<file path="src/rtl/uart_prog_loader_if.sv">
// Instruction BRAM write port driven by the program loader.
// Handshake: i_we is a one-cycle valid strobe qualifying i_addr/i_wdata in the
// same cycle. The BRAM always accepts, so there is no ready; i_addr and
// i_wdata hold their last values between strobes.
interface uart_prog_loader_if #(
  parameter int ADDR_W = 10
);
  logic              i_we;
  logic [ADDR_W-1:0] i_addr;
  logic [31:0]       i_wdata;

  modport master (output i_we, output i_addr, output i_wdata);
  modport slave  (input  i_we, input  i_addr, input  i_wdata);
endinterface

</file>
<file path="src/rtl/uart_prog_loader.sv">
// Boot-time program loader: receives a length header and big-endian 32-bit
// words over 8N1 UART, writes them into the instruction BRAM, and holds the
// core in reset until the announced number of words has arrived.
module uart_prog_loader #(
  parameter int CLK_PER_BIT = 868,
  parameter int ADDR_W      = 10
) (
  input  logic              clk,
  input  logic              rst,
  input  logic              rxd,
  uart_prog_loader_if.master bram,
  output logic              core_rst,
  output logic              done,
  output logic              err,
  output logic [ADDR_W-1:0] words,
  output logic [3:0]        dbg_state   // {loader state, rx state}
);

  localparam int CNT_W = $clog2(CLK_PER_BIT);
  localparam logic [CNT_W-1:0] BIT_LAST  = CNT_W'(CLK_PER_BIT - 1);
  localparam logic [CNT_W-1:0] HALF_LAST = CNT_W'(CLK_PER_BIT / 2 - 1);
  localparam logic [32:0]      DEPTH     = 33'd1 << ADDR_W;

  typedef enum logic [1:0] {RX_IDLE, RX_START, RX_DATA, RX_STOP} rx_state_t;
  typedef enum logic [1:0] {L_LEN, L_DATA, L_DONE} ld_state_t;

  // synchronizer
  logic rxd_s1_q, rxd_s2_q;

  // receiver
  rx_state_t        rx_state_q, rx_state_d;
  logic [CNT_W-1:0] cnt_q, cnt_d;
  logic [2:0]       bit_idx_q, bit_idx_d;
  logic [7:0]       shreg_q, shreg_d;
  logic             byte_valid_q, byte_valid_d;
  logic             frame_err_q, frame_err_d;

  // loader
  ld_state_t         ld_state_q, ld_state_d;
  logic [1:0]        bcnt_q, bcnt_d;
  logic [31:0]       len_q, len_d;
  logic [23:0]       word_q, word_d;
  logic [31:0]       rcvd_q, rcvd_d;
  logic              i_we_q, i_we_d;
  logic [ADDR_W-1:0] i_addr_q, i_addr_d;
  logic [31:0]       i_wdata_q, i_wdata_d;
  logic [ADDR_W-1:0] words_q, words_d;
  logic              done_q, done_d;
  logic              core_rst_q, core_rst_d;
  logic              err_q, err_d;

  // Two-flop synchronizer; idle-high so reset to 1 to avoid a false start.
  always_ff @(posedge clk) begin
    if (rst) begin
      rxd_s1_q <= 1'b1;
      rxd_s2_q <= 1'b1;
    end else begin
      rxd_s1_q <= rxd;
      rxd_s2_q <= rxd_s1_q;
    end
  end

  // RX next state: half-bit start check, then mid-bit sampling of data and stop.
  always_comb begin
    rx_state_d   = rx_state_q;
    cnt_d        = cnt_q;
    bit_idx_d    = bit_idx_q;
    shreg_d      = shreg_q;
    byte_valid_d = 1'b0;
    frame_err_d  = 1'b0;
    case (rx_state_q)
      RX_IDLE: begin
        cnt_d = '0;
        if (!rxd_s2_q) rx_state_d = RX_START;
      end
      RX_START: begin
        if (cnt_q == HALF_LAST) begin
          cnt_d      = '0;
          bit_idx_d  = '0;
          rx_state_d = rxd_s2_q ? RX_IDLE : RX_DATA;
        end else begin
          cnt_d = cnt_q + 1'b1;
        end
      end
      RX_DATA: begin
        if (cnt_q == BIT_LAST) begin
          cnt_d     = '0;
          shreg_d   = {rxd_s2_q, shreg_q[7:1]};
          bit_idx_d = bit_idx_q + 3'd1;
          if (bit_idx_q == 3'd7) rx_state_d = RX_STOP;
        end else begin
          cnt_d = cnt_q + 1'b1;
        end
      end
      RX_STOP: begin
        if (cnt_q == BIT_LAST) begin
          cnt_d        = '0;
          byte_valid_d = rxd_s2_q;
          frame_err_d  = ~rxd_s2_q;
          rx_state_d   = RX_IDLE;
        end else begin
          cnt_d = cnt_q + 1'b1;
        end
      end
      default: rx_state_d = RX_IDLE;
    endcase
  end

  // RX state and registered byte/error strobes.
  always_ff @(posedge clk) begin
    if (rst) begin
      rx_state_q   <= RX_IDLE;
      cnt_q        <= '0;
      bit_idx_q    <= '0;
      shreg_q      <= '0;
      byte_valid_q <= 1'b0;
      frame_err_q  <= 1'b0;
    end else begin
      rx_state_q   <= rx_state_d;
      cnt_q        <= cnt_d;
      bit_idx_q    <= bit_idx_d;
      shreg_q      <= shreg_d;
      byte_valid_q <= byte_valid_d;
      frame_err_q  <= frame_err_d;
    end
  end

  // Loader next state: header, word assembly, BRAM write, overflow handling.
  // shreg_q still holds the received byte while byte_valid_q is high.
  always_comb begin
    ld_state_d = ld_state_q;
    bcnt_d     = bcnt_q;
    len_d      = len_q;
    word_d     = word_q;
    rcvd_d     = rcvd_q;
    i_we_d     = 1'b0;
    i_addr_d   = i_addr_q;
    i_wdata_d  = i_wdata_q;
    words_d    = words_q;
    done_d     = (ld_state_q == L_DONE);
    core_rst_d = (ld_state_q != L_DONE);
    err_d      = err_q | frame_err_q;
    case (ld_state_q)
      L_LEN: begin
        if (byte_valid_q) begin
          len_d  = {len_q[23:0], shreg_q};
          bcnt_d = bcnt_q + 2'd1;
          if (bcnt_q == 2'd3) begin
            ld_state_d = ({len_q[23:0], shreg_q} == 32'd0) ? L_DONE : L_DATA;
          end
        end
      end
      L_DATA: begin
        if (byte_valid_q) begin
          word_d = {word_q[15:0], shreg_q};
          bcnt_d = bcnt_q + 2'd1;
          if (bcnt_q == 2'd3) begin
            rcvd_d = rcvd_q + 32'd1;
            // Words past the BRAM depth still count toward len, but are not written.
            if ({1'b0, rcvd_q} < DEPTH) begin
              i_we_d    = 1'b1;
              i_addr_d  = words_q;
              i_wdata_d = {word_q, shreg_q};
            end else begin
              err_d = 1'b1;
            end
            if (words_q != {ADDR_W{1'b1}}) words_d = words_q + 1'b1;
            if (rcvd_q + 32'd1 == len_q) ld_state_d = L_DONE;
          end
        end
      end
      L_DONE: ;
      default: ld_state_d = L_LEN;
    endcase
  end

  // Loader state and registered outputs.
  always_ff @(posedge clk) begin
    if (rst) begin
      ld_state_q <= L_LEN;
      bcnt_q     <= '0;
      len_q      <= '0;
      word_q     <= '0;
      rcvd_q     <= '0;
      i_we_q     <= 1'b0;
      i_addr_q   <= '0;
      i_wdata_q  <= '0;
      words_q    <= '0;
      done_q     <= 1'b0;
      core_rst_q <= 1'b1;
      err_q      <= 1'b0;
    end else begin
      ld_state_q <= ld_state_d;
      bcnt_q     <= bcnt_d;
      len_q      <= len_d;
      word_q     <= word_d;
      rcvd_q     <= rcvd_d;
      i_we_q     <= i_we_d;
      i_addr_q   <= i_addr_d;
      i_wdata_q  <= i_wdata_d;
      words_q    <= words_d;
      done_q     <= done_d;
      core_rst_q <= core_rst_d;
      err_q      <= err_d;
    end
  end

  assign bram.i_we    = i_we_q;
  assign bram.i_addr  = i_addr_q;
  assign bram.i_wdata = i_wdata_q;
  assign core_rst     = core_rst_q;
  assign done         = done_q;
  assign err          = err_q;
  assign words        = words_q;
  assign dbg_state    = {ld_state_q, rx_state_q};

endmodule
</file>
<file path="src/flat_wrapper.sv">
// flat-port wrapper written by rule: the top's interface ports become plain ports
module uart_prog_loader_flat 
#(
  parameter int CLK_PER_BIT = 868,
  parameter int ADDR_W      = 10
)
  (clk, rst, rxd, core_rst, done, err, words, dbg_state, bram_i_we, bram_i_addr, bram_i_wdata);
  uart_prog_loader_if #(.ADDR_W(ADDR_W)) bram_i ();
  input  logic clk;
  input  logic rst;
  input  logic rxd;
  output logic core_rst;
  output logic done;
  output logic err;
  output logic [ADDR_W-1:0] words;
  output logic [3:0] dbg_state;
  output wire logic [$bits(bram_i.i_we)-1:0] bram_i_we;
  output wire logic [$bits(bram_i.i_addr)-1:0] bram_i_addr;
  output wire logic [$bits(bram_i.i_wdata)-1:0] bram_i_wdata;
  assign bram_i_we = bram_i.i_we;
  assign bram_i_addr = bram_i.i_addr;
  assign bram_i_wdata = bram_i.i_wdata;
  uart_prog_loader #(.CLK_PER_BIT(CLK_PER_BIT), .ADDR_W(ADDR_W)) u_core (.clk(clk), .rst(rst), .rxd(rxd), .bram(bram_i), .core_rst(core_rst), .done(done), .err(err), .words(words), .dbg_state(dbg_state));
endmodule
</file>
<file path="config.mk">
export PLATFORM = sky130hd
export DESIGN_NAME = uart_prog_loader_flat
export DESIGN_NICKNAME = d
export VERILOG_FILES = /design/src/rtl/uart_prog_loader_if.sv /design/src/rtl/uart_prog_loader.sv /design/src/flat_wrapper.sv
export SDC_FILE = /design/constraint.sdc
export NUM_CORES = 1
export LEC_CHECK = 0
export CORE_ASPECT_RATIO = 0.5
export CORE_MARGIN = 2
export CORE_UTILIZATION = 60
export DETAILED_ROUTE_END_ITERATION = 10
export DONT_BUFFER_PORTS = 1
export PLACE_DENSITY = 0.76
export SETUP_SLACK_MARGIN = 0.05
export SLEW_MARGIN = 20
export SYNTH_ARGS = -nofsm -noshare
export SYNTH_HDL_FRONTEND = slang
export SYNTH_SLANG_ARGS = --single-unit
</file>
<file path="constraint.sdc">
create_clock -name clk -period 3.7 [get_ports clk]
set_input_delay 0.37 -clock clk [delete_from_list [all_inputs] [get_ports clk]]
set_output_delay 0.37 -clock clk [all_outputs]
set_load 0.01 [all_outputs]
</file>
## Word-level counts from Yosys, hierarchy flattened

Index checks and enable logic that the tools add are counted.

| storage, ports and cells | value |
|---|---|
| bits in registers | 175 |
| word-level logic and storage cells | 99 |
| input port bits | 3 |
| output and inout port bits | 60 |

| operators by class | value |
|---|---|
| equal/unequal tests | 22 |
| bitwise logic cells | 8 |
| add/subtract/negate cells | 5 |
| muxes and demuxes | 25 |
| reduce and logical (&&, ||, !) cells | 18 |
| $lt $le $gt $ge | 1 |

Operators with widths:

| kind | count |
|---|---|
| $add A32 B1 Y32 const B | 1 |
| $eq A32 B32 Y1 | 1 |
| $logic_not A32 Y1 | 1 |
| $lt A32 B11 Y1 const B | 1 |
| $pmux W10 S3 | 1 |
| $mux W2 | 12 |
| $add A10 B1 Y10 const B | 2 |
| $mux W10 | 2 |
| $ne A2 B1 Y1 const B | 9 |
| $eq A10 B10 Y1 const B | 1 |
| $eq A10 B9 Y1 const B | 1 |
| $ne A10 B10 Y1 const B | 1 |
| $eq A2 B2 Y1 const B | 4 |
| $pmux W2 S4 | 1 |
| $reduce_and A2 Y1 | 4 |
| $reduce_and A4 Y1 | 2 |
| $not A1 Y1 | 7 |
| $mux W3 | 2 |
| $pmux W2 S3 | 1 |
| $pmux W3 S2 | 1 |
| $reduce_and A3 Y1 | 2 |
| $reduce_and A6 Y1 | 1 |
| $mux W1 | 5 |
| $reduce_and A5 Y1 | 1 |
| 11 further kinds | 15 |

## Longest topological paths before layout

Gate-level depths: netlist of run 1.

| logic depth | value |
|---|---|
| depth after elaboration | 6 |
| mapped depth | 10 |

## Worst setup path before layout of run 1

Ideal clock, no wire load.

| path | value |
|---|---|
| path kind | reg2reg |
| start point | register u_core.rcvd_q[0] |
| end point | register u_core.ld_state_q[1] |
| buffers on the path | 0 |
| stages on the path, launching flop included | 10 |
| setup slack | 1,011 ps |
| library setup time | 92 ps |
| data arrival time | 2,597 ps |
| data required time | 3,608 ps |
| cells stage by stage | dfxtp_1 -> ha_1 -> nand3_2 -> nor4_4 -> nand4_4 -> mux2_4 -> a2111oi_4 -> o21ai_2 -> or4_1 -> o32ai_1 |

| between the ends | value |
|---|---|
| cells in the longest elaborated chain, start to end | 4 |

RTL lines:

| item | line | source |
|---|---|---|
| from (decl) | uart_prog_loader.sv:43 | `logic [31:0] rcvd_q, rcvd_d;` |
| from (signal assigned) | uart_prog_loader.sv:197 | `rcvd_q <= rcvd_d;` |
| $add A32 B1 Y32 | uart_prog_loader.sv:168 | `if (rcvd_q + 32'd1 == len_q) ld_state_d = L_DONE;` |
| $eq A32 B32 Y1 | uart_prog_loader.sv:168 |  |
| $ne A2 B1 Y1 (no line) | n/a |  |
| $reduce_and A6 Y1 (no line) | n/a |  |
| to (signal assigned) | uart_prog_loader.sv:193 | `ld_state_q <= ld_state_d;` |
| to (decl) | uart_prog_loader.sv:39 | `ld_state_t ld_state_q, ld_state_d;` |

No other way between the ends.
A chain may end at the register's enable or synchronous reset.

## Worst setup path in the final report of run 1

Same ends and word-level chain as after synthesis.

==> results of run 1 <==
-- worst max-delay path, delay by kind of cell (launching register included) --
family                   cells  cell delay, ns
flip-flops                   1            0.44
AO/OA/AOI/OAI                2            0.38
AND/OR/NAND/NOR              5            2.00
adder cells (fa/ha/maj)      1            0.28
-- cell usage in the layout, fill, tap and decap left out, drive strengths merged, types with 21 or more instances in the layout --
| cell | synthesis | routed |
|---|---|---|
| xnor2 | 37 | 37 |
| nor2 | 68 | 68 |
| nand2 | 255 | 255 |
| nand4 | 24 | 24 |
| a21oi | 126 | 126 |
| dfxtp | 175 | 175 |
| nor4 | 23 | 23 |
| nand3 | 33 | 33 |
| o21ai | 21 | 21 |
| xor2 | 37 | 37 |
-- cell families after synthesis --
logic type | synth area share [%]
AND/OR/NAND/NOR | 28.7
XOR/XNOR | 8.22
multiplexers | 0.841
AO/OA/AOI/OAI | 12.2
buffers and inverters | 3.76
flip-flops | 44.4
adder cells (fa/ha/maj) | 1.90
-- per-layer routing --
metal	track usage (%)	wire length (um)	vias to the layer above
met3	8.40	1580	34
met4	9.41	347	0
met1	35.2	8120	3133
met2	44.0	8700	236
li1	-	-	3317
met5	0	0	-
-- cell type report --
cell class | instances | area, sq um | area share (%)
Timing Repair Buffer | 11 | 85.1 | 0.995
Tap cell | 170 | 213 | 2.49
Sequential cell | 175 | 3500 | 41.0
Clock buffer | 17 | 425 | 4.98
Clock inverter | 15 | 199 | 2.33
Inverter | 8 | 30.0 | 0.351
Multi-Input combinational cell | 747 | 4090 | 47.9
-- stage by stage --
stage / instance area (sq um) / utilization [%] / cells / total power (W) / hold slack [ns]
after floorplan: 7890 / - / 996 / 0.00198 / 0.389
after global placement: 7910 / 62.1 / 1110 / 0.00196 / 0.395
after detailed placement: 7910 / 62.1 / 1110 / 0.00196 / 0.396
after CTS: 8550 / 67.1 / 1143 / 0.00378 / 0.000498
after global routing: 8550 / 67.1 / 1143 / 0.00387 / 0.00123
final: 8550 / 67.1 / 1143 / 0.00377 / 0.0152
-- state kept, by name, indices dropped and copies added, names as in the netlist, 2 cells and up, named ones only --
signal,flops
u_core.cnt_q,10
u_core.shreg_q,8
u_core.ld_state_q,2
u_core.bit_idx_q,3
u_core.bram.i_wdata,32
u_core.bcnt_q,2
u_core.bram.i_addr,10
u_core.words,10
u_core.word_q,24
u_core.len_q,32
u_core.rcvd_q,32
-- path summary, 6_finish.rpt --
kind | end | slack (ns) | cells after the start
worst max-delay path | u_core.ld_state_q[1] | 0.51 | 8
worst min-delay path | u_core.len_q[13] | 0.02 | 1
worst max register to register | u_core.ld_state_q[1] | 0.51 | 8
worst min register to register | u_core.rxd_s2_q | 0.42 | 1
-- power groups by stage --
stage	clock network, W	logic, W	registers [W]
2_1_floorplan	0	0.0000453	0.00193
3_3_place_gp	0	0.0000261	0.00194
3_5_place_dp	0	0.0000275	0.00194
4_1_cts	0.00186	0.0000297	0.00189
5_1_grt	0.00195	0.0000343	0.00189
6_report	0.00185	0.0000299	0.00189
-- what timing repair did --
action / CTS / global route
gates resized for setup: 0 / 0
hold buffers: 1 / 0
hold endpoints to repair: 2 / 0
==> metrics, run 1 <==
Final Hold Vio Count 0; post-CTS repair timing setup buffer count 0; synthesized instance count approximately 1000; core area between 10000 and 15000 sq um; VDD IR max about 0.31 mV; Initial Util between 60 and 70%; number of nets still failing antenna checks after routing 0; Critical Path RT just over 4 ns; cell types with the highest counts after synthesis 255 x sky130_fd_sc_hd__nand2_1, 175 x sky130_fd_sc_hd__dfxtp_1, 126 x sky130_fd_sc_hd__a21oi_1; ranking of synthesized cells by area sky130_fd_sc_hd__dfxtp_1 44%, sky130_fd_sc_hd__nand2_1 12%, sky130_fd_sc_hd__a21oi_1 8.0%; detail-routed net length per standard cell 16.4 um; total of flip-flops plus latches after synthesis 175; proportion of layout cells with a drive suffix above 1 under 10%; Arrival @ worst endpoint between 3 and 4 ns; full die area around 14000 sq um; relative max-transition margin between 40% and 50%; Cell Pwr Density around 440 nW/um^2; RSZ-0062 raised after global routing false; internal power component 0.00287 W; final routed wirelength across all metal layers ~19000 um; post-synthesis sequential area ratio roughly 44%; last weighted congestion value of the routability-driven placer roughly 0.99; standard cell with the maximum stage delay on the critical path sky130_fd_sc_hd__nor4_4; detailed-route via count 6720; wire length of the first global-routing pass 31100 um; number of optimization iterations in the first detailed-route pass 5; H-Tree Depth 4; number of diodes 0; switching power as a share of total power 23.7%; leakage power of the design approximately 2.9 nW; DRC violation count after routing 0; run status completed; count of flip-flops with a built-in enable after synthesis 0; final layout net count between 900 and 1000; DR iter-0 viols 602; Num CTS Buffers 17; number of antenna violations at the first check in global routing 0; total setup violations reported at the end of the flow 0; number of warnings issued by yosys 0; fraction of power consumed by the clock network between 40% and 50%; number of library cell types mapped by synthesis a little under 60; per-instance average area after synthesis between 7 and 8 sq um; cells along the critical path ha_1, nand3_2, nor4_4, nand4_1, nor4b_1, o311ai_0, or4_1, o32ai_1; insertion delay of the later-clocked pin in the worst-skew pair ~0.43 ns; largest driver fanout on the critical path 9; most common cell in the synthesized netlist sky130_fd_sc_hd__nand2_1; total gr overflow 0; Worst Setup Path Type reg2reg; Total Neg Setup Slack 0 ns; maximum number of buffers from clock root to sink 2; actual slew at the worst max-slew pin between 0.8 and 0.9 ns; number of maximum-capacitance violations 0; Total Routing Usage GR between 20% and 30%; Comb pwr share less than 1%; row count 29; Final min period ~3.2 ns; hold_sp rst; largest net degree at the start of global routing about 170; HPWL after detailed placement 12400 um; area grow syn2layout 8.38%; part of the cycle the worst path needs 86.2%; share of async-settable or async-resettable flops after synthesis 0%; Post-Route Skew approximately 0.012 ns; Top FF cell, synth sky130_fd_sc_hd__dfxtp_1; count of buffers from port buffering 0; Mapped Area between 7000 and 8000 sq um; clock-pin transition on the worst setup and hold timing paths approximately 0.070 ns; Largest stage delay, worst path between 0.6 and 0.7 ns; source of the critical timing path u_core.rcvd_q[0]; fillers between 1000 and 1500; TritonCTS sink count around 180; Fmax achieved between 300 and 400 MHz; startpoint type of the worst setup path flip-flop; path class of the lowest-slack min-delay path in2reg; nets in the synthesized netlist 1011; vias in the first global route about 6200; minimum setup slack after placement ~0.6 ns; chip height roughly 85 um; part of the power in registers about half; via-per-instance ratio just under 6; TritonCTS clock tree built; boundary pin count 63; Horiz. Die Dim 166 um; number of pins with negative max-slew slack in the final report 0; Yosys top cell area share 44.4%; Clock Root Buffer sky130_fd_sc_hd__clkbuf_16; Worst Slack Setup Final a little over 0.5 ns; CP endpoint kind flip-flop; Synth area leader sky130_fd_sc_hd__dfxtp_1; RR Startpoint u_core.rcvd_q[0]; switching power between 0.0008 and 0.0009 W
Power figures use the tool's default switching activity.
==> inputs of run 2 (changes only) <==
--- a/config.mk
+++ b/config.mk
@@ -9,6 +9,5 @@
 export CORE_MARGIN = 2
-export CORE_UTILIZATION = 60
+export CORE_UTILIZATION = 40
 export DETAILED_ROUTE_END_ITERATION = 10
 export DONT_BUFFER_PORTS = 1
-export PLACE_DENSITY = 0.76
 export SETUP_SLACK_MARGIN = 0.05
==> constraint.sdc (replaced) <==
create_clock -name clk -period 3.5 [get_ports clk]
set_input_delay 0.35 -clock clk [delete_from_list [all_inputs] [get_ports clk]]
set_output_delay 0.35 -clock clk [all_outputs]
set_load 0.1 [all_outputs]
==> run 2 against run 1 <==
Worst setup slack got worse by 0.19 ns. Final cell count increased by 9.7%. Die area grew 48%. Non-clock buffer count is 16 higher. Register-to-register slack lost 0.19 ns. Global-route usage shrank 7.9 points. Sequential share of layout area is 0.83 points lower. Clock power is 3% lower. Via count is 0.36% lower. Flip-flop and latch count did not move. Maximum frequency is 0.40% higher. Largest cell class unchanged. Largest power group unchanged.
==> metrics, run 2 (synthesized netlist as in run 1, its figures left out) <==
number of maximum-capacitance violations 0 (unchanged); TritonCTS clock tree built; via-per-instance ratio 5.34 (-9.2%); number of diodes 0 (unchanged); Num CTS Buffers 17 (unchanged); DR iter-0 viols 639 (+6.1%); relative max-transition margin 30.8% (-15 points); full die area 20900 sq um (+48%); final routed wirelength across all metal layers 19800 um (+5.6%); boundary pin count 63 (unchanged); wire length of the first global-routing pass 31700 um (+1.9%); path class of the lowest-slack min-delay path in2reg; final layout net count 991 (+1.6%); part of the cycle the worst path needs 90.8% (+4.6 points); chip height 103 um (+21%); Final Instance Area 8720 sq um (+2.1%); H-Tree Depth 4 (unchanged); area grow syn2layout 10.6%; row count 36 (+24%); maximum number of buffers from clock root to sink 2 (unchanged); Total Routing Usage GR 19.4% (-7.9 points); number of optimization iterations in the first detailed-route pass 5 (unchanged); run status completed; Cell Pwr Density 443 nW/um^2 (+0.60%); number of nets still failing antenna checks after routing 0 (unchanged); proportion of layout cells with a drive suffix above 1 6.88% (+0.82 points); core area 19400 sq um (+52%); actual slew at the worst max-slew pin 1.04 ns (+0.231 ns); count of buffers from port buffering 0 (unchanged); Horiz. Die Dim 203 um (+22%); area after detailed placement 8140 sq um (+2.8%); number of antenna violations at the first check in global routing 0 (unchanged); Fmax achieved 315 MHz (+0.40%); Total Neg Setup Slack 0 ns (unchanged); CP endpoint kind flip-flop; HPWL after detailed placement 13100 um (+5.4%); detail-routed net length per standard cell 15.8 um (-3.7%); TritonCTS sink count 175 (unchanged); Final Hold Vio Count 0 (unchanged); most common library cell in the layout ignoring fill and taps sky130_fd_sc_hd__nand2_1; vias in the first global route 5918 (-4.9%); clock-pin transition on the worst setup and hold timing paths 0.07 ns (about the same); insertion delay of the later-clocked pin in the worst-skew pair 0.44 ns (about the same); leakage power of the design 2.93 nW (+1.6%); total gr overflow 0 (unchanged); commonest cells after routing, fill and taps aside 255 x sky130_fd_sc_hd__nand2_1, 175 x sky130_fd_sc_hd__dfxtp_1, 126 x sky130_fd_sc_hd__a21oi_1; Arrival @ worst endpoint 3.51 ns (about the same); number of pins with negative max-slew slack in the final report 0 (unchanged); last weighted congestion value of the routability-driven placer 0.941 (-5.1%); startpoint type of the worst setup path flip-flop; Initial Util 40.6% (-21 points); detailed-route via count 6696 (-0.36%); RSZ-0062 raised after global routing false; total setup violations reported at the end of the flow 0 (unchanged); VDD IR max 0.295 mV (-5.9%); largest net degree at the start of global routing 156 (-6.0%); Clock Root Buffer sky130_fd_sc_hd__clkbuf_16; DRC violation count after routing 0 (unchanged); largest driver fanout on the critical path 9 (unchanged); Worst Slack Setup Final 0.322 ns (-0.187 ns); Post-Route Skew 0.0111 ns (-0.000399 ns); Final min period 3.18 ns (-0.0128 ns); Critical Path RT 3.84 ns (-0.19 ns); Worst Setup Path Type reg2reg; minimum setup slack after placement 0.364 ns (-0.233 ns)
[run 2: worst max-delay path, stage by stage, from the launching register on]
cell,delay [ns]
sky130_fd_sc_hd__dfxtp_1,0.45
sky130_fd_sc_hd__ha_1,0.28
sky130_fd_sc_hd__nand3_2,0.19
sky130_fd_sc_hd__nor4_4,0.66
sky130_fd_sc_hd__nand4_1,0.24
sky130_fd_sc_hd__nor4b_1,0.32
sky130_fd_sc_hd__o311ai_0,0.23
sky130_fd_sc_hd__or4_1,0.56
sky130_fd_sc_hd__o32ai_1,0.15
[run 2: per-layer routing]
layer  GRT usage, %  wire [um]  share of wire (%)
met1           25.4       9600                 48
met4           7.07        374                1.9
met5              0          0                  0
met3           5.45       1130                5.7
met2           31.0       8700                 44
[run 2: path summary, 6_finish.rpt]
kind,from,to,slack [ns],depth (start not counted)
hold / removal,rst,u_core.rxd_s1_q,0.02,1
setup / recovery,u_core.rcvd_q[0],u_core.ld_state_q[1],0.32,8
hold reg to reg,u_core.rxd_s1_q,u_core.rxd_s2_q,0.42,1
setup reg to reg,u_core.rcvd_q[0],u_core.ld_state_q[1],0.32,8
[run 2: area by class of cell]
| class | instances | area [sq um] |
|---|---|---|
| clock buffer | 23 | 468 |
| clock inverter | 8 | 72.6 |
| fill | 1942 | 10700 |
| inverter | 8 | 30.0 |
| multi-input combinational | 747 | 4090 |
| sequential | 175 | 3500 |
| tap | 266 | 333 |
| timing repair buffer | 27 | 228 |
[run 2: power by group]
group / internal (W) / switching (W) / total [W]
registers: 0.00199 / 0.00000237 / 0.00200
clock network: 0.000960 / 0.000826 / 0.00179
logic: 0.0000182 / 0.0000674 / 0.0000856
total: 0.00297 / 0.000895 / 0.00387
[run 2: stage by stage]
step	power [W]	hold WS, ns	util (%)	std cells
after floorplan	0.00211	0.389	-	996
after global placement	0.00209	0.401	41.9	1220
after detailed placement	0.00209	0.401	41.9	1220
after CTS	0.00391	0.00650	44.9	1254
after global routing	0.00399	0.00329	44.9	1254
final	0.00387	0.0234	44.9	1254
[run 2: repair_timing]
item	4_1_cts	5_1_grt
hold buffers	3	0
setup buffers	0	0
hold endpoints to repair	156	0
gates resized for setup	0	0
==> inputs of run 3 (changes only) <==
Settings changed: ABC_AREA from default to 1.
==> run 3 against run 2 <==
Die area rose by 2.6%. Non-clock buffer count shrank 6. Combinational power increased by 7.8%. Critical path depth rose by 5. Clock-buffer cell count shrank 3. Critical path type unchanged.
==> metrics, run 3 <==
Total Neg Setup Slack 0 ns (unchanged); wire length of the first global-routing pass 35600 um (+12%); total gr overflow 0 (unchanged); final cell count without fillers 1427 (+14%); TritonCTS clock tree built; Post-Route Skew 0.0129 ns (+0.00180 ns); number of warnings issued by yosys 0 (unchanged); post-route total power 0.00406 W (+4.9%); count of flip-flops with a built-in enable after synthesis 0 (unchanged); number of maximum-capacitance violations 0 (unchanged); internal power component 0.00313 W (+5.3%); most common library cell in the layout ignoring fill and taps sky130_fd_sc_hd__nand2_1; Crit path max-delay family buffers and inverters; nets in the synthesized netlist 1168 (+16%); VDD IR max 0.309 mV (+4.6%); Mapped Area 8100 sq um (+2.6%); Cell Pwr Density 448 nW/um^2 (+1.0%); switching power as a share of total power 22.8% (-0.33 points); largest net degree at the start of global routing 87 (-44%); Clock Root Buffer sky130_fd_sc_hd__clkbuf_16; number of optimization iterations in the first detailed-route pass 5 (unchanged); last weighted congestion value of the routability-driven placer 0.889 (-5.5%); HPWL after detailed placement 15200 um (+16%); detail-routed net length per standard cell 14.8 um (-6.2%); synthesized instance count 1153 (+16%); number of pins with negative max-slew slack in the final report 0 (unchanged); Num CTS Buffers 17 (unchanged); FF-to-FF setup slack 0.85 ns (+0.53 ns); boundary pin count 63 (unchanged); actual slew at the worst max-slew pin 1.03 ns (-0.0103 ns); path class of the lowest-slack min-delay path in2reg; H-Tree Depth 4 (unchanged); number of diodes 0 (unchanged); share of async-settable or async-resettable flops after synthesis 0% (unchanged); Critical Path RT 3.83 ns (about the same); cell types with the highest counts after synthesis 207 x sky130_fd_sc_hd__nand2_1, 175 x sky130_fd_sc_hd__dfxtp_1, 151 x sky130_fd_sc_hd__inv_1; commonest cells after routing, fill and taps aside 207 x sky130_fd_sc_hd__nand2_1, 175 x sky130_fd_sc_hd__dfxtp_1, 150 x sky130_fd_sc_hd__inv_1; area grow syn2layout 11.9%; Synth area leader sky130_fd_sc_hd__dfxtp_1; part of the power in registers 49.3% (-2.3 points); total setup violations reported at the end of the flow 0 (unchanged); proportion of layout cells with a drive suffix above 1 7.32% (+0.44 points); RR Startpoint u_core.ld_state_q[0]; vias in the first global route 6955 (+18%); chip height 105 um (+1.3%); CP endpoint kind flip-flop; part of the cycle the worst path needs 75.8% (-15 points); Top FF cell, synth sky130_fd_sc_hd__dfxtp_1; startpoint type of the worst setup path flip-flop; Largest stage delay, worst path 0.41 ns (-0.25 ns); Final min period 2.65 ns (-0.525 ns); core area 19600 sq um (+1.2%); cells along the critical path buf_4, inv_1, nor2_4, inv_1, nor2_2, buf_4, nand2_1, inv_2, nand3_1, nor3_2, nand3_1, o21ai_1, a21oi_1; Fmax achieved 377 MHz (+20%); Horiz. Die Dim 205 um (+1.3%); full die area 21500 sq um (+2.6%); number of library cell types mapped by synthesis 35 (-40%); detailed-route via count 7361 (+9.9%); source of the critical timing path u_core.ld_state_q[0]; DR iter-0 viols 486 (-24%); post-CTS repair timing setup buffer count 0 (unchanged); row count 36 (unchanged); via-per-instance ratio 5.16 (-3.4%); per-instance average area after synthesis 7.02 sq um (-11%); Arrival @ worst endpoint 2.98 ns (-0.53 ns); count of buffers from port buffering 0 (unchanged); final core utilization 46.1% (+1.2 points); Final Hold Vio Count 0 (unchanged); insertion delay of the later-clocked pin in the worst-skew pair 0.44 ns (about the same); DRC violation count after routing 0 (unchanged); count of buffering cells on the critical path with inverters included 5 (+5); relative max-transition margin 31.5% (+0.69 points); final layout net count 1163 (+17%); RSZ-0062 raised after global routing false; Comb pwr share 2.3% (about the same); ranking of synthesized cells by area sky130_fd_sc_hd__dfxtp_1 43%, sky130_fd_sc_hd__nand2_1 9.6%, sky130_fd_sc_hd__a21oi_1 8.8%; most common cell in the synthesized netlist sky130_fd_sc_hd__nand2_1; standard cell with the maximum stage delay on the critical path sky130_fd_sc_hd__buf_4; Initial Util 41.2% (+0.60 points); total of flip-flops plus latches after synthesis 175 (unchanged); leakage power of the design 3.65 nW (+25%); number of placed instances with taps included 1394 (+14%); PostCTS Resize Cnt 0 (unchanged); number of antenna violations at the first check in global routing 0 (unchanged); hold_sp rxd; post-synthesis sequential area ratio 43.3% (-1.1 points); fraction of power consumed by the clock network 48.4% (+2.2 points); Yosys top cell area share 43.3% (-1.1 points); maximum number of buffers from clock root to sink 2 (unchanged); number of nets still failing antenna checks after routing 0 (unchanged); clock-pin transition on the worst setup and hold timing paths 0.07 ns (about the same); final routed wirelength across all metal layers 21100 um (+6.8%); TritonCTS sink count 175 (unchanged); Worst Setup Path Type reg2reg; largest driver fanout on the critical path 39 (+30); switching power 0.000926 W (+3.4%); Total Routing Usage GR 20.8% (+1.5 points); run status completed
-- run 3: changes by cell type in the layout (fill, tap and decap cells not counted), moves of 31 or more --
cell                      delta
sky130_fd_sc_hd__nand3_1    +52
sky130_fd_sc_hd__nand2_1    -48
sky130_fd_sc_hd__o21ai_0   +120
sky130_fd_sc_hd__inv_1     +142
sky130_fd_sc_hd__xnor2_1    -35
sky130_fd_sc_hd__nor2_1     +31
-- run 3: cell type report --
class                      instances  area, sq um
fill                            2016        10600
multi-input combinational        779         3850
sequential                       175         3500
inverter                         154          579
clock buffer                      20          457
tap                              266          333
timing repair buffer              21          185
clock inverter                    12          148
-- run 3: cell families (layout without fill, tap and decap cells) --
kind of cell / Yosys count / in the layout / synth area share [%]
AOI/OAI and AO/OA: 301 / 301 / 19.1
xor gates and xnor gates: 12 / 12 / 1.47
and+or+nand+nor: 454 / 454 / 25.0
buffers and inverters: 199 / 207 / 9.27
DFF: 175 / 175 / 43.3
adders and majority gates: 12 / 12 / 1.85
-- run 3: metrics by stage --
stage                     cell area (sq um)  setup slack [ns]  hold WS (ns)
final                                  9060             0.848        0.0210
after global routing                   9060             0.576      0.000127
after CTS                              9060             0.855       0.00475
after detailed placement               8450             0.870         0.416
after global placement                 8450             0.967         0.422
after floorplan                        8100             0.917         0.389
-- run 3: repair_timing --
item / 4_1_cts / 5_1_grt
setup endpoints to repair: 0 / 0
hold endpoints to repair: 12 / 0
hold buffers: 1 / 0
-- run 3: power by group through the flow --
| stage | logic [W] | registers (W) | clock network [W] |
|---|---|---|---|
| after floorplan | 0.0000565 | 0.00206 | 0 |
| after global placement | 0.0000880 | 0.00204 | 0 |
| after detailed placement | 0.0000885 | 0.00204 | 0 |
| after CTS | 0.0000922 | 0.00200 | 0.00200 |
| after global routing | 0.000104 | 0.00200 | 0.00209 |
| final | 0.0000923 | 0.00200 | 0.00197 |
-- run 3: final timing paths --
path / endpoint / depth (start not counted)
max: u_core.words[9] / 13
min: u_core.rxd_s1_q / 1
max reg2reg: u_core.words[9] / 13
min reg2reg: u_core.rxd_s2_q / 1
-- run 3: metal layers --
| layer | vias to the layer above | part of all wire [%] | track usage (%) |
|---|---|---|---|
| met2 | 161 | 44 | 32.1 |
| met1 | 3411 | 49 | 29.1 |
| met3 | 23 | 5.6 | 5.55 |
| met5 | - | 0 | 0 |
| met4 | 0 | 1.1 | 4.83 |
| li1 | 3766 | - | - |
